### config.mk
export PLATFORM = sky130hd
export DESIGN_NAME = write_path_arbiter
export DESIGN_NICKNAME = d
export VERILOG_FILES = /design/src/rtl/write_path_arbiter.sv
export SDC_FILE = /design/constraint.sdc
export NUM_CORES = 1
export LEC_CHECK = 0
export CAP_MARGIN = 10
export CORE_MARGIN = 4
export CORE_UTILIZATION = 43
export CTS_CLUSTER_DIAMETER = 40
export DETAILED_ROUTE_END_ITERATION = 10
export PLACE_DENSITY = 0.71
export SETUP_SLACK_MARGIN = 0.5
export SLEW_MARGIN = 5
export SYNTH_ARGS = -nofsm -noshare
export SYNTH_HDL_FRONTEND = slang
export SYNTH_SLANG_ARGS = --single-unit
### constraint.sdc
create_clock -name clk -period 2.54 [get_ports clk]
set_clock_uncertainty 0.15 [all_clocks]
set_input_delay 0.254 -clock clk [delete_from_list [all_inputs] [get_ports clk]]
set_output_delay 0.254 -clock clk [all_outputs]
set_load 0.03 [all_outputs]
### src/rtl/write_path_arbiter.sv
// rtl/write_path_arbiter.sv - AW arbitration and W burst ordering for the shared write port; optional WPA_STARVE_GUARD_EN
module write_path_arbiter #(
    parameter int ORDER_DEPTH = 4,
    parameter int SPEC_RUN    = 4
) (
    input  logic                           clk,
    input  logic                           rst_n,
    input  logic                           reg_awvalid,
    output logic                           reg_awready,
    input  logic                           spec_awvalid,
    output logic                           spec_awready,
    output logic                           m_awvalid,
    input  logic                           m_awready,
    output logic                           aw_sel,
    input  logic                           reg_wvalid,
    input  logic                           reg_wlast,
    output logic                           reg_wready,
    input  logic                           spec_wvalid,
    input  logic                           spec_wlast,
    output logic                           spec_wready,
    output logic                           m_wvalid,
    input  logic                           m_wready,
    output logic                           w_sel,
    output logic                           order_full,
    output logic                           order_empty,
    output logic [$clog2(ORDER_DEPTH):0]   order_cnt
);
    localparam int PW = $clog2(ORDER_DEPTH);
    localparam int CW = PW + 1;

    typedef enum logic [1:0] {IDLE, HOLD_REG, HOLD_SPEC} aw_state_t;

    aw_state_t              state, state_nxt;
    logic [ORDER_DEPTH-1:0] order_q;
    logic [PW-1:0]          wr_ptr, rd_ptr;
    logic [CW-1:0]          cnt;
    logic                   aw_sel_q, w_sel_q;
    logic                   grant_valid, grant_spec;
    logic                   aw_push, w_pop;
    logic                   starve;

`ifdef WPA_STARVE_GUARD_EN
    localparam int RW = $clog2(SPEC_RUN + 1);
    logic [RW-1:0] run_cnt;

    assign starve = reg_awvalid && (run_cnt == RW'(SPEC_RUN));

    // Only grants made in IDLE count; a held grant was already counted when it was made.
    always_ff @(posedge clk or negedge rst_n) begin
        if (!rst_n) begin
            run_cnt <= '0;
        end else if (!reg_awvalid || (state == IDLE && grant_valid && !grant_spec)) begin
            run_cnt <= '0;
        end else if (state == IDLE && grant_valid && grant_spec) begin
            run_cnt <= run_cnt + RW'(1);
        end
    end
`else
    logic [31:0] unused_spec_run;
    assign unused_spec_run = SPEC_RUN;
    assign starve          = 1'b0;
`endif

    always_ff @(posedge clk or negedge rst_n) begin
        if (!rst_n) begin
            state <= IDLE;
        end else begin
            state <= state_nxt;
        end
    end

    always_comb begin
        state_nxt = state;
        unique case (state)
            HOLD_REG, HOLD_SPEC: if (m_awready) state_nxt = IDLE;
            default: begin
                if (grant_valid && !m_awready) state_nxt = grant_spec ? HOLD_SPEC : HOLD_REG;
            end
        endcase
    end

    // Idle arbitration keeps the previous selection when nothing is granted.
    always_comb begin
        grant_valid = 1'b0;
        grant_spec  = aw_sel_q;
        unique case (state)
            HOLD_REG: begin
                grant_valid = reg_awvalid;
                grant_spec  = 1'b0;
            end
            HOLD_SPEC: begin
                grant_valid = spec_awvalid;
                grant_spec  = 1'b1;
            end
            default: begin
                if (!order_full) begin
                    if (spec_awvalid && !starve) begin
                        grant_valid = 1'b1;
                        grant_spec  = 1'b1;
                    end else if (reg_awvalid) begin
                        grant_valid = 1'b1;
                        grant_spec  = 1'b0;
                    end
                end
            end
        endcase
    end

    assign aw_sel       = grant_spec;
    assign m_awvalid    = grant_valid;
    assign reg_awready  = grant_valid && !grant_spec && m_awready;
    assign spec_awready = grant_valid && grant_spec && m_awready;
    assign aw_push      = m_awvalid && m_awready;

    assign order_cnt   = cnt;
    assign order_full  = (cnt == CW'(ORDER_DEPTH));
    assign order_empty = (cnt == '0);

    assign w_sel       = order_empty ? w_sel_q : order_q[rd_ptr];
    assign m_wvalid    = !order_empty && (w_sel ? spec_wvalid : reg_wvalid);
    assign reg_wready  = !order_empty && !w_sel && m_wready;
    assign spec_wready = !order_empty && w_sel && m_wready;
    assign w_pop       = m_wvalid && m_wready && (w_sel ? spec_wlast : reg_wlast);

    always_ff @(posedge clk or negedge rst_n) begin
        if (!rst_n) begin
            order_q  <= '0;
            wr_ptr   <= '0;
            rd_ptr   <= '0;
            cnt      <= '0;
            aw_sel_q <= 1'b0;
            w_sel_q  <= 1'b0;
        end else begin
            aw_sel_q <= aw_sel;
            w_sel_q  <= w_sel;
            if (aw_push) begin
                order_q[wr_ptr] <= aw_sel;
                wr_ptr          <= wr_ptr + PW'(1);
            end
            if (w_pop) begin
                rd_ptr <= rd_ptr + PW'(1);
            end
            unique case ({aw_push, w_pop})
                2'b10:   cnt <= cnt + CW'(1);
                2'b01:   cnt <= cnt - CW'(1);
                default: cnt <= cnt;
            endcase
        end
    end
endmodule
# Yosys cells after proc, flatten, opt, wreduce, memory -nomap -nowiden
# Index checks and enable logic that the tools add are counted.
# classes
add_sub_neg	4
order_cmp	3
eq_ne	6
muxes	21
reduce_logical	23
# op_table
op	n
$logic_and A1 B1 Y1	14
$mux W1	11
$mux W2	4
$lt A2 B3 Y1 const B	2
$pmux W3 S2	1
$add A2 B1 Y2 const B	2
$bwmux W4	1
$eq A2 B1 Y1 const B	2
$eq A2 B2 Y1 const B	2
$logic_not A1 Y1	4
$pmux W1 S2	2
$reduce_bool A2 Y1	2
$add A3 B1 Y3 const B	1
$eq A3 B3 Y1 const B	1
$logic_not A3 Y1	1
$sub A3 B1 Y3 const B	1
$bmux W1 S2	1
$demux W1 S2	1
$ge A2 B1 Y1 const B	1
$ne A2 B2 Y1 const B	1
$reduce_and A2 Y1	1
$reduce_or A2 Y1	1
# totals
regBits	15
in_bits	10
out_inout_bits	13
wordCells	64

# Longest topological paths before layout
# Gate-level depths: netlist of run 1.
# logic_depth
word_depth	9
mapped_depth	11
mapped_depth_nobuf	10

# Worst setup path before layout of run 1
# OpenSTA, ideal clock, no wires.
# synth_timing
path_kind	flip-flop to output port
start	register cnt[2] (netlist: order_cnt[2])
end	output spec_awready
t_arrival_ns	2.674
required_ns	2.136
setup_slack_ns	-0.538
stages_incl_launch_ff	5
n_path_buf	0
path_cell_list	dfrtp_1 nor3b_2 o21ai_0 a31oi_1 nor2b_1
# synth_between
elab_chain_len	5
elab_cells_between_ends	7
classes_between	eq/ne (1); mux (4); reduce/logical (2)
# synth_lines
element	line_no	source
from (decl)	36	logic [CW-1:0] cnt;
from (signal assigned)	144	2'b10: cnt <= cnt + CW'(1);
from (signal assigned)	145	2'b01: cnt <= cnt - CW'(1);
from (signal assigned)	146	default: cnt <= cnt;
$eq A3 B3 Y1	116	assign order_full = (cnt == CW'(ORDER_DEPTH));
net order_full	24	output logic order_full,
$mux W1	96	if (!order_full) begin
$pmux W1 S2	86	unique case (state)
net aw_sel	14	output logic aw_sel,
$logic_and A1 B1 Y1 (2 in series)	112	assign spec_awready = grant_valid && grant_spec && m_awready;
to (decl)	11	output logic spec_awready,
# The timed path passes the listed nets, and every way through them passes these cells.

# Final worst setup path of run 1
# layout_timing
start	register rd_ptr[0]
end	register cnt[2] (netlist: order_cnt[2])
# layout_between
elab_chain_len	9
elab_cells_between_ends	12
classes_between	eq/ne (2); mux (6); reduce/logical (4)
# layout_lines
element	line_no	source
from (decl)	35	logic [PW-1:0] wr_ptr, rd_ptr;
from (signal assigned)	141	rd_ptr <= rd_ptr + PW'(1);
$bmux W1 S2 *	119	assign w_sel = order_empty ? w_sel_q : order_q[rd_ptr];
$mux W1 (not written as such) *	119	
$mux W1 *	119	
$mux W1	120	assign m_wvalid = !order_empty && (w_sel ? spec_wvalid : reg_wvalid);
$logic_and A1 B1 Y1	120	
$logic_and A1 B1 Y1	123	assign w_pop = m_wvalid && m_wready && (w_sel ? spec_wlast : reg_wlast);
$logic_and A1 B1 Y1 *	123	
net w_pop	39	logic aw_push, w_pop;
$eq A2 B1 Y1 or $eq A2 B2 Y1 (tied branches)	143	unique case ({aw_push, w_pop})
$pmux W3 S2 or $reduce_bool A2 Y1 (tied branches)	n/a	
# Mark *: on every way through the listed nets, which the timed path passes. The rest lies on a longest branch. The select of a mux whose other input is x is not followed.
# A chain may end at the register's enable or synchronous reset.

==> impl_results.md, run 1 <==
* Antenna viol nets, final at 0
* RR Endpoint: order_cnt[2]$_DFFE_PN0P_
* Avg Cell Area, Syn at 10.2 um^2
* Largest net degree at the start of global routing at 16
* Area of the core at 0.00202 mm^2
* Data arrival, critical path at 2600 ps
* CP startpoint kind: flip-flop
* Row cnt at 16
* Area growth, synth to finish at 71.8%
* Die area at 0.00302 mm^2
* Worst Reg2Reg Path Length in Cells at 9
* Crit path kind: reg -> reg
* Status: completed
* Initial antenna violation count at 0
* Total Wirelength at 2570 um
* Max-capacitance violation count at 0
* TritonCTS clock tree: built
* Worst-Skew Late Latency at 300 ps
* CTS Sinks at 15
* Unique masters post-synth at 33
* Drt first pass iters at 4
* Fillers at 105
* CP max FO at 3
* Global-route usage over all layers at 0.178
* Vias in the first global route at 834
* WP data required at 2620 ps
* Syn_nets at 111
* Top Ports at 23
* Initial Util at 0.469
* FF-to-FF setup slack at 20 ps
* Crit path launch: rd_ptr[0]$_DFFE_PN0P_
* Commonest cells after routing, fill and taps aside: 21 x buf_4, 15 x buf_6, 12 x dfrtp_1, 12 x clkdlybuf4s50_1, 7 x inv_1
* Clock Tree Buf Depth at 2
* Post-route cell area at 0.00163 mm^2
* Post-route setup TNS at 0 ps
* Post-DP Area at 0.00130 mm^2
* Max Clock Freq at 397 MHz
* Avg WL per Cell at 15.0 um
* Hold crit path type: in -> async
* Synth Instances at 93
* Grt ovf at 0
* Clock root cell: clkbuf_4
* First-pass GRT wire length at 3710 um
* CP endpoint: order_cnt[2]$_DFFE_PN0P_
* Final setup fails at 0
* Register bit count reported by yosys at 15
* Final hold vios at 0
* Ant. Diodes at 0
* Share of cells above drive strength 1 at 0.556
* Vias post-DR at 876
* Post-Syn Area at 948 um^2
* Final #Nets at 163
* Num CTS Buffers at 3
* Die width at 55.0 um
* RSZ-0062 raised after global routing: yes
* Crit share post-route at 0.993
* CP endpoint kind: flip-flop
* Worst-path clk slew at 110 ps
* Die Span Y at 55.0 um
* GPL Wtd Cong at 0.666
* Warnings, synthesis at 0
* Worst-Margin Slew at 692 ps
* Slew margin rel. at 0.537
* Final Slew Violations at 0
* H-tree lvl count at 1
* Final min period at 2520 ps
* Number of I/O port buffers at 22
* Post-route DRC at 0
* Vias per cell at 5.12
* Commonest non-fill, non-tap cell in the layout: buf_4
* Sequential fraction of the synthesis area at 0.396
* Reg2reg start: rd_ptr[0]$_DFFE_PN0P_
* Initial DRC Count at 16
* Post-DP HPWL at 1560 um
==> worst min path at each step <==
stage                                      from                        to  slack, ps  cells after the start
final                                     rst_n  order_cnt[2]$_DFFE_PN0P_        210                      1
after CTS                                 rst_n    order_q[0]$_DFFE_PN0P_        240                      1
after global routing                      rst_n  order_cnt[2]$_DFFE_PN0P_        250                      1
after floorplan                           rst_n        aw_sel_q$_DFF_PN0_       -190                      0
after detailed placement  rd_ptr[1]$_DFFE_PN0P_     rd_ptr[1]$_DFFE_PN0P_        340                      1
after global placement    rd_ptr[1]$_DFFE_PN0P_     rd_ptr[1]$_DFFE_PN0P_        340                      1
==> repair_timing <==
action,CTS,global route
resized for setup,56,29
hold buffers,0,0
buffers inserted,13,7
pin swaps,8,7
setup endpoints to repair,13,18
==> cells by family after synthesis <==
family          count (synthesis)  share of synthesized area
simple gates                   27                      0.153
mux                             9                      0.121
fa+ha+maj                       8                      0.113
flops                          15                      0.396
xor+xnor                        6                     0.0554
buf+inv                        13                     0.0541
compound gates                 15                      0.107
==> through the flow <==
stage | cells | setup WS [ps] | utilization | hold WS (ps)
final | 171 | 18.1 | 0.806 | 210
after global routing | 171 | -79.7 | 0.806 | 249
after global placement | 147 | 59.6 | 0.642 | 337
after detailed placement | 147 | 28.2 | 0.642 | 336
after floorplan | 93 | 31.7 | - | -192
after CTS | 164 | 29.5 | 0.738 | 235
==> registers in the layout, indices dropped and copies added (netlist names) <==
name and cells:
order_q 4, rd_ptr 2, aw_sel_q 1, w_sel_q 1, order_cnt 3, state 2, wr_ptr 2
==> routing by layer <==
layer	wire length, um	GRT usage	vias up
li1	-	-	428
met1	1170	0.228	425
met2	1260	0.303	21
met3	131	0.0483	2
met4	8	0.0364	0
met5	0	0	-
==> cell type report <==
type                       count  area, um^2  area share
clock inverter                 1        7.51     0.00461
sequential                    15         379       0.233
tap                           27        33.8      0.0207
timing repair buffer          50         459       0.282
clock buffer                   3        22.5      0.0138
inverter                      10        37.5      0.0230
multi-input combinational     65         689       0.423
==> synth_stat cells (all sizes together) <==
cell type	instances	area share
and3	2	0.016
o2111a	1	0.013
and2	2	0.013
o22ai	1	0.0066
or3	1	0.0066
nor3b	1	0.013
o21bai	1	0.0079
dfrtp	15	0.40
a21oi	2	0.011
buf	2	0.011
a31oi	2	0.013
nor2	5	0.020
xnor2	3	0.028
fa	1	0.021
a221o	1	0.011
o21ai	4	0.021
o211ai	1	0.0079
o31ai	2	0.016
nand2b	2	0.013
mux2	7	0.087
xor2	3	0.028
ha	7	0.092
mux2i	1	0.011
nand3	1	0.0053
nor3	1	0.0053
nand2	7	0.028
inv	10	0.040
nor2b	1	0.0066
clkbuf	1	0.0040
nand4	4	0.026
mux4	1	0.024
==> worst max-delay path, cell delays in order (launching register included) <==
cell	delay, ps
dfrtp_1	380
mux4_2	560
mux2i_2	220
o2111a_2	240
ha_4	140
inv_2	30
fa_2	320
xor2_1	140
nor2_1	110
xor2_1	140
Power of run 1 is not shown: default switching activity piles up to over one toggle a cycle in this logic, so the estimate is an artifact.
==> run 2, diff against run 1 <==
CAP_MARGIN = 20   (was 10)
==> results of run 2 <==
Final layout, timing and power as in run 1 (identical DEF).
Power of run 2 is left out for the same reason.
